[src/rtl/edge_pkg.sv]
// Shared pixel/window types for the edge-detection pipeline (window
// generator and the non-maximum suppression stage that follows it).
package edge_pkg;

    typedef logic [7:0] pixel_t;      // gradient magnitude
    typedef logic [1:0] angle_t;      // quantised gradient direction
    typedef pixel_t [8:0] window_t;   // 3x3 window, [0] top-left .. [8] bottom-right

    // One stored pixel as it travels through the line buffers.
    typedef struct packed {
        angle_t ang;
        pixel_t mag;
    } pix_t;

    localparam int PIX_W = $bits(pix_t);

endpackage

[src/rtl/line_buffer.sv]
// Enable-controlled shift register one image line deep. The output is the
// entry written DEPTH enables ago, i.e. the pixel directly above the one
// being written. Contents are deliberately not reset: stale data only ever
// lands in window positions that are never emitted.
module line_buffer #(
    parameter int DEPTH  = 64,
    parameter int DATA_W = 10
) (
    input  logic              clk,
    input  logic              i_en,
    input  logic [DATA_W-1:0] i_din,
    output logic [DATA_W-1:0] o_dout
);

    logic [DATA_W-1:0] r_mem [DEPTH];

    // Shift one position per accepted pixel; hold otherwise.
    always_ff @(posedge clk) begin
        if (i_en) begin
            r_mem[0] <= i_din;
            for (int i = 1; i < DEPTH; i++) begin
                r_mem[i] <= r_mem[i-1];
            end
        end
    end

    assign o_dout = r_mem[DEPTH-1];

endmodule

[src/rtl/window_gen.sv]
// 3x3 sliding-window generator over a raster-order stream of gradient
// magnitude/angle pixels. Two chained line buffers supply the two rows
// above the incoming pixel; a 3x3 register shifts left on each accepted
// pixel. A window is emitted only once it lies fully inside the image.
module window_gen
    import edge_pkg::*;
#(
    parameter int IMG_W = 64,
    parameter int IMG_H = 64
) (
    input  logic    clk,
    input  logic    n_rst,
    input  logic    in_valid,
    input  pixel_t  in_mag,
    input  angle_t  in_angle,
    output logic    in_ready,
    output logic    out_valid,
    output window_t out_mag,
    output angle_t  out_angle,
    output logic    out_last,
    input  logic    out_ready
);

    localparam int CW = $clog2(IMG_W);
    localparam int RW = $clog2(IMG_H);

    logic [CW-1:0] r_col;
    logic [RW-1:0] r_row;
    logic          r_valid;
    logic          r_last;
    window_t       r_win;
    angle_t        r_ang_ctr;   // angle of window centre, position [4]
    angle_t        r_ang_mid;   // angle of newest middle-row pixel, position [5]

    logic          w_acc;
    logic          w_col_end;
    logic          w_row_end;
    logic          w_emit;
    logic          w_frame_end;
    pix_t          w_new;
    pix_t          w_up1;       // pixel at (row-1, col)
    pix_t          w_up2;       // pixel at (row-2, col)

    // Output register may be refilled whenever it is empty or being drained.
    assign in_ready    = !r_valid || out_ready;
    assign w_acc       = in_valid && in_ready;
    assign w_col_end   = (r_col == CW'(IMG_W - 1));
    assign w_row_end   = (r_row == RW'(IMG_H - 1));
    assign w_emit      = (r_row >= RW'(2)) && (r_col >= CW'(2));
    assign w_frame_end = w_row_end && w_col_end;
    assign w_new       = {in_angle, in_mag};

    line_buffer #(.DEPTH(IMG_W), .DATA_W(PIX_W)) u_lb1 (
        .clk    (clk),
        .i_en   (w_acc),
        .i_din  (w_new),
        .o_dout (w_up1)
    );

    line_buffer #(.DEPTH(IMG_W), .DATA_W(PIX_W)) u_lb2 (
        .clk    (clk),
        .i_en   (w_acc),
        .i_din  (w_up1),
        .o_dout (w_up2)
    );

    // Raster position of the next pixel to accept; wraps straight into the
    // next frame so back-to-back frames need no idle cycle.
    always_ff @(posedge clk or negedge n_rst) begin
        if (!n_rst) begin
            r_col <= '0;
            r_row <= '0;
        end else if (w_acc) begin
            if (w_col_end) begin
                r_col <= '0;
                r_row <= w_row_end ? '0 : r_row + RW'(1);
            end else begin
                r_col <= r_col + CW'(1);
            end
        end
    end

    // Window shifts one column left per accepted pixel; the new right
    // column is {two rows up, one row up, incoming}.
    always_ff @(posedge clk or negedge n_rst) begin
        if (!n_rst) begin
            r_win     <= '0;
            r_ang_ctr <= '0;
            r_ang_mid <= '0;
        end else if (w_acc) begin
            r_win[0]  <= r_win[1];
            r_win[1]  <= r_win[2];
            r_win[2]  <= w_up2.mag;
            r_win[3]  <= r_win[4];
            r_win[4]  <= r_win[5];
            r_win[5]  <= w_up1.mag;
            r_win[6]  <= r_win[7];
            r_win[7]  <= r_win[8];
            r_win[8]  <= in_mag;
            r_ang_ctr <= r_ang_mid;
            r_ang_mid <= w_up1.ang;
        end
    end

    // Output handshake: load on window-producing acceptance, drop when
    // drained without a replacement, hold while stalled.
    always_ff @(posedge clk or negedge n_rst) begin
        if (!n_rst) begin
            r_valid <= 1'b0;
            r_last  <= 1'b0;
        end else if (w_acc) begin
            r_valid <= w_emit;
            r_last  <= w_emit && w_frame_end;
        end else if (out_ready) begin
            r_valid <= 1'b0;
            r_last  <= 1'b0;
        end
    end

    assign out_valid = r_valid;
    assign out_last  = r_last;
    assign out_mag   = r_win;
    assign out_angle = r_ang_ctr;

endmodule

[config.mk]
export PLATFORM = sky130hd
export DESIGN_NAME = window_gen
export DESIGN_NICKNAME = d
export VERILOG_FILES = /design/src/rtl/edge_pkg.sv /design/src/rtl/line_buffer.sv /design/src/rtl/window_gen.sv
export SDC_FILE = /design/constraint.sdc
export NUM_CORES = 1
export LEC_CHECK = 0
export CAP_MARGIN = 40
export CORE_MARGIN = 2
export CORE_UTILIZATION = 50
export DETAILED_ROUTE_END_ITERATION = 16
export GPL_ROUTABILITY_DRIVEN = 0
export PLACE_DENSITY = 0.74
export SLEW_MARGIN = 20
export SYNTH_ARGS = -nofsm -noshare
export SYNTH_HDL_FRONTEND = slang
export SYNTH_HIERARCHICAL = 1
export SYNTH_SLANG_ARGS = --single-unit
[constraint.sdc]
create_clock -name clk -period 21.5 [get_ports clk]
set_input_delay 6.45 -clock clk [delete_from_list [all_inputs] [get_ports clk]]
set_output_delay 6.45 -clock clk [all_outputs]
set_load 0.01 [all_outputs]
==> impl_metrics.toml, run 1 <==
[synth]
synthCells = 1566
synth_area_sq_um = 38300
syn-mean-instance-area_sq_um = 24.5
synth-warning-count = 6
synth_nets = 1584

[timing]
maxClockFrequency_mhz = 69.9
unrepaired_setup_endpoints_after_global_routing = "false"
finalHoldViolCount = 0
worst_slew_pin_slew_ns = 0.930
report.final.slew_viol_count = 0
skew_ns = 0.0244
period_needed_ns = 14.30
layout_worst_path_cycle_share_pct = 66.5
worst_slew_margin_rel_pct = 38.0
whs_ns = 0.406
fin_tns_setup_ns = 0
setup_viol_count_final = 0

[cts]
clock_tree.htree_level_count = 3
tritoncts_buffer_count = 107
tritoncts = "yes"
post_cts_buffers = 0
ctsHoldBuffers = 0
clk_latency_ns = 0.67
cts_resized = 0
library_cell_used_as_clock_root_buffer = "sky130_fd_sc_hd__clkbuf_16"
clkSinkCount = 1242
maximum_count_of_clock_buffers_along_a_single_path = 3
worst_setup_hold_path_clk_slew_ns = 0.06

[route]
route.met3.wl_microns = 2160
drt_iter0_markers = 1242
top_layer_used = "met4"
dr.pass1.iters = 6
via_per_inst = 4.84
wl_per_cell_microns = 17.8
vias = 13900
wirelength_microns = 50900
met2_length_microns = 23700
ant_nets = 0
post-route-drc-count = 0
met1_routed_length_microns = 24000

[floorplan]
initial_utilization_pct = 50.4
floorplan.rows = 101
die_area_sq_um = 78800
core-area_sq_um = 75900
die_width_microns = 281
floorplan.die.height_microns = 281
ios = 91

[global_route]
grt_remaining_overflow = 0
first_global_vias = 13900
track_usage_pct = 12.6
grt_max_degree = 240
antenna_found_initial = 0
grt_first_pass_wirelength_microns = 77400

[worst_setup_path]
critPathSlowestCell = "sky130_fd_sc_hd__clkdlybuf4s50_1"
worstPathBufferInverterCount = 2
worst-path-max-fanout = 5
critical-path-max-stage-delay_ns = 0.62
critical_path.endpoint_type = "output pin"
critPathKind = "primary input to output pin"
worst_path_dominant_cell_family = "buffers and inverters"
worst-endpoint-required_ns = 15.05
critical_path.most_common_cell = "sky130_fd_sc_hd__clkdlybuf4s50_1"
cp_data_arrival_time_ns = 7.85
critical_path.cell_chain = "clkdlybuf4s50_1 > nand2b_1 > clkdlybuf4s50_1"
cp-start-kind = "primary input"

[pwr]
p_leak_nw = 15.1
internal-power_mw = 4.13
power.clock.fraction_pct = 35.6
power.combinational.fraction_pct = 5.7
switching_part_of_the_total_power_pct = 21.5
ir_drop_v = 0.0000806
power_frac_seq_pct = 58.7
power_density_nw_per_um2 = 120
p_sw_mw = 1.13

[layout]
finish.net_count = 1765
final_layout_size_suffix_gt1_share_pct = 9.91
areaGrowthSynthToFinish_pct = 15.0
insertedDiodeCount = 0
num-fill-cells = 5177

[min_path]
min_path_type = "flop to flop"

[job]
max-cap-violations = 0

[outcome]
status = "finished clean"

[placed_design]
place.port_buffers = 90
dp_hpwl_microns = 21000
==> worst paths after layout <==
check / from / endpoint / slack, ns / depth (start not counted)
max: out_ready / in_ready / 7.20 / 3
min: u_lb2/r_mem[1][120]$_DFFE_PP_ / u_lb2/r_mem[1][130]$_DFFE_PP_ / 0.41 / 0
max reg2reg: out_valid$_DFFE_PN0P_ / u_lb1/r_mem[1][240]$_DFFE_PP_ / 17.33 / 7
min reg2reg: u_lb2/r_mem[1][120]$_DFFE_PP_ / u_lb2/r_mem[1][130]$_DFFE_PP_ / 0.41 / 0
max in group asynchronous: n_rst / out_mag[48]$_DFFE_PN0P_ / 14.79 / 3
min in group asynchronous: n_rst / out_mag[19]$_DFFE_PN0P_ / 5.76 / 1
==> layout by cell type (no fill, tap or decap), drive strengths merged, types with 3 or more instances in the layout <==
master and count:
a21oi 3, buf 19, bufinv 8, clkbuf 131, clkdlybuf4s50 89, clkinv 51, clkinvlp 4, dfrtp 90
edfxtp 1152, ha 4, inv 8, nand2 239, nand3 7, o21ai 6, o31ai 4
==> per-stage QoR <==
step	power, mW	area [sq um]	util (%)	worst slack, ns	std cells
detailed placement	3.42	40500	53.4	7.22	2665
global placement	3.40	40400	53.2	7.25	2660
CTS	5.32	44000	57.9	7.20	2863
global route	5.46	44000	58.0	7.16	2866
finish	5.27	44000	58.0	7.20	2866
floorplan	3.30	38300	-	6.30	1566
==> power groups by stage <==
stage	Sequential (mW)	Combinational (mW)	Clock [mW]
after global placement	3.12	0.279	0
after global routing	3.11	0.332	2.02
final	3.09	0.301	1.88
after detailed placement	3.13	0.300	0
after CTS	3.09	0.302	1.93
after floorplan	3.18	0.127	0
==> layer usage <==
metal | vias to the layer above | track usage, %
li1 | 6351 | -
met1 | 7173 | 18.4
met2 | 268 | 18.9
met3 | 90 | 3.17
met4 | 0 | 3.87
met5 | - | 0
==> flip-flops by register name, summed over array words and instances, names as in the netlist <==
name	count
r_row	6
out_angle	2
u_lb2/r_mem	512
out_valid	1
out_last	1
u_lb1/r_mem	640
r_ang_mid	2
out_mag	72
r_col	6
==> cell type report <==
class / instances / area [sq um] / share of cell area [%]
clock buffer: 131 / 2840 / 6.44
clock inverter: 67 / 604 / 1.37
tap: 1030 / 1290 / 2.93
sequential: 1242 / 36800 / 83.6
multi-input combinational: 284 / 1230 / 2.78
inverter: 4 / 22.5 / 0.0511
timing repair buffer: 108 / 1220 / 2.78
Note: power is estimated with default switching activity, not from simulation.
==> run 2: changes to the inputs <==
clock period = 14.85 ns   (was 21.5 ns; I/O delays follow)
==> impl_metrics.toml, run 2 (synthesis gave the netlist of run 1 again) <==
[outcome]
status = "finished clean"

[layout]
final_common_cell = "sky130_fd_sc_hd__edfxtp_1"
final_cell_area_sq_um = 44200
max_flop_register = "u_lb1/r_mem"
num-fill-cells = 5147
fin_cells = 2869
largest_register_ffs = 640
insertedDiodeCount = 0
final_layout_size_suffix_gt1_share_pct = 10.2
areaGrowthSynthToFinish_pct = 15.4
commonest_cells_after_routing_fill_and_taps_aside = "1152 x sky130_fd_sc_hd__edfxtp_1, 238 x sky130_fd_sc_hd__nand2_1, 109 x sky130_fd_sc_hd__clkbuf_16"
finish.net_count = 1765

[placed_design]
dp_hpwl_microns = 21300
placedCellCount = 2662
place.port_buffers = 90
detailed_place.area_sq_um = 40500

[route]
dr.pass1.iters = 5
wl_per_cell_microns = 18.0
via_per_inst = 4.86
drt_iter0_markers = 1166
ant_nets = 0
wirelength_microns = 51600
post-route-drc-count = 0
vias = 13900

[worst_setup_path]
timing.reg2reg.worst_path_depth = 6
reg2reg_to = "u_lb1/r_mem[1][239]$_DFFE_PP_"
critical_path.cell_chain = "clkdlybuf4s50_1 > nand2b_1 > clkdlybuf4s50_1"
critPathKind = "primary input to output pin"
critical_path.endpoint_type = "output pin"
cp_data_arrival_time_ns = 5.81
critical-path-max-stage-delay_ns = 0.60
r2r-start = "out_valid$_DFFE_PN0P_"
critical_path.most_common_cell = "sky130_fd_sc_hd__clkdlybuf4s50_1"
cp-start-kind = "primary input"
reg2reg_slack_ns = 11.00
critPathSlowestCell = "sky130_fd_sc_hd__clkdlybuf4s50_1"
worst-path-max-fanout = 5
worst-endpoint-required_ns = 10.39

[timing]
worst_slew_pin_slew_ns = 1.25
setup_viol_count_final = 0
report.final.slew_viol_count = 0
unrepaired_setup_endpoints_after_global_routing = "false"
finalHoldViolCount = 0
fin_tns_setup_ns = 0
worst_slew_margin_rel_pct = 16.9
layout_worst_path_cycle_share_pct = 69.1
skew_ns = 0.0253
period_needed_ns = 10.27
maxClockFrequency_mhz = 97.4

[floorplan]
floorplan.rows = 101
die_width_microns = 281
initial_utilization_pct = 50.4
die_area_sq_um = 78800
core-area_sq_um = 75900
floorplan.die.height_microns = 281
ios = 91

[global_route]
grt_max_degree = 220
first_global_vias = 14000
grt_first_pass_wirelength_microns = 78600
antenna_found_initial = 0
grt_remaining_overflow = 0
track_usage_pct = 12.9

[pwr]
internal-power_mw = 6.11
power_density_nw_per_um2 = 175
power_frac_seq_pct = 57.8
power.combinational.fraction_pct = 5.6
power.clock.fraction_pct = 36.6
p_leak_nw = 15.2
ir_drop_v = 0.000125
p_sw_mw = 1.63
switching_part_of_the_total_power_pct = 21.1
total_power_mw = 7.74

[cts]
library_cell_used_as_clock_root_buffer = "sky130_fd_sc_hd__clkbuf_16"
worst_setup_hold_path_clk_slew_ns = 0.07
post_cts_buffers = 0
clock_tree.htree_level_count = 3
ctsHoldBuffers = 0
cts_resized = 0
tritoncts = "yes"
tritoncts_buffer_count = 108
clk_latency_ns = 0.66
maximum_count_of_clock_buffers_along_a_single_path = 3
clkSinkCount = 1242

[min_path]
min_delay_worst_endpoint = "u_lb1/r_mem[1][16]$_DFFE_PP_"
min_path_type = "flop to flop"
hold-path-cell-count = 0
worstHoldStart = "u_lb1/r_mem[1][6]$_DFFE_PP_"

[job]
max-cap-violations = 0
## run 2: changes by cell type in the layout (fill, tap and decap cells not counted), moves of 2 or more
cell and delta:
sky130_fd_sc_hd__bufinv_16 +8, sky130_fd_sc_hd__clkbuf_1 +3, sky130_fd_sc_hd__inv_6 +2, sky130_fd_sc_hd__inv_16 -3
sky130_fd_sc_hd__clkbuf_8 -5, sky130_fd_sc_hd__clkinv_1 -5, sky130_fd_sc_hd__clkinvlp_4 +3
## run 2: metal layers
layer  up-vias  GRT usage [%]  part of all wire, %
met1      7187           18.4                   46
met5         -              0                    0
li1       6367              -                    -
met2       304           19.7                   47
met3        86           3.46                  4.9
met4         0           4.00                  2.2
## run 2: power by group through the flow
stage	Sequential, mW	Combinational (mW)	Clock (mW)
2_1_floorplan	4.60	0.184	0
3_3_place_gp	4.52	0.406	0
3_5_place_dp	4.53	0.429	0
4_1_cts	4.48	0.431	2.92
5_1_grt	4.51	0.479	3.04
6_report	4.48	0.433	2.83
## run 2: area by class of cell
class	instances	area (sq um)	area share, %
multi-input cells	284	1230	2.77
flip-flops and latches	1242	36800	83.4
clock buffers	130	2810	6.35
inverters	4	22.5	0.0510
clock inverters	72	795	1.80
well taps	1030	1290	2.92
repair buffers	107	1210	2.73
## run 2: how the worst max path moves through the flow
stage / start / slack (ns) / endpoint
final: out_ready / 4.58 / in_ready
after global routing: out_ready / 4.54 / in_ready
after CTS: out_ready / 4.58 / in_ready
after detailed placement: out_ready / 4.59 / in_ready
after global placement: out_ready / 4.60 / in_ready
after floorplan: out_ready / 1.65 / u_lb1/r_mem[0][0]$_DFFE_PP_
## run 2: stage by stage
| stage | utilization, % | setup WS [ns] | hold WS, ns |
|---|---|---|---|
| 6_report | 58.2 | 4.58 | 0.410 |
| 3_5_place_dp | 53.3 | 4.59 | 0.405 |
| 4_1_cts | 58.0 | 4.58 | 0.406 |
| 3_3_place_gp | 53.2 | 4.60 | 0.401 |
| 5_1_grt | 58.2 | 4.54 | 0.405 |
| 2_1_floorplan | - | 1.65 | 0.400 |
## run 2: critical path: cells and delay by family
kind / cells / cell delay, ns
and+or+nand+nor: 1 / 0.29
buffers and inverters: 2 / 1.07
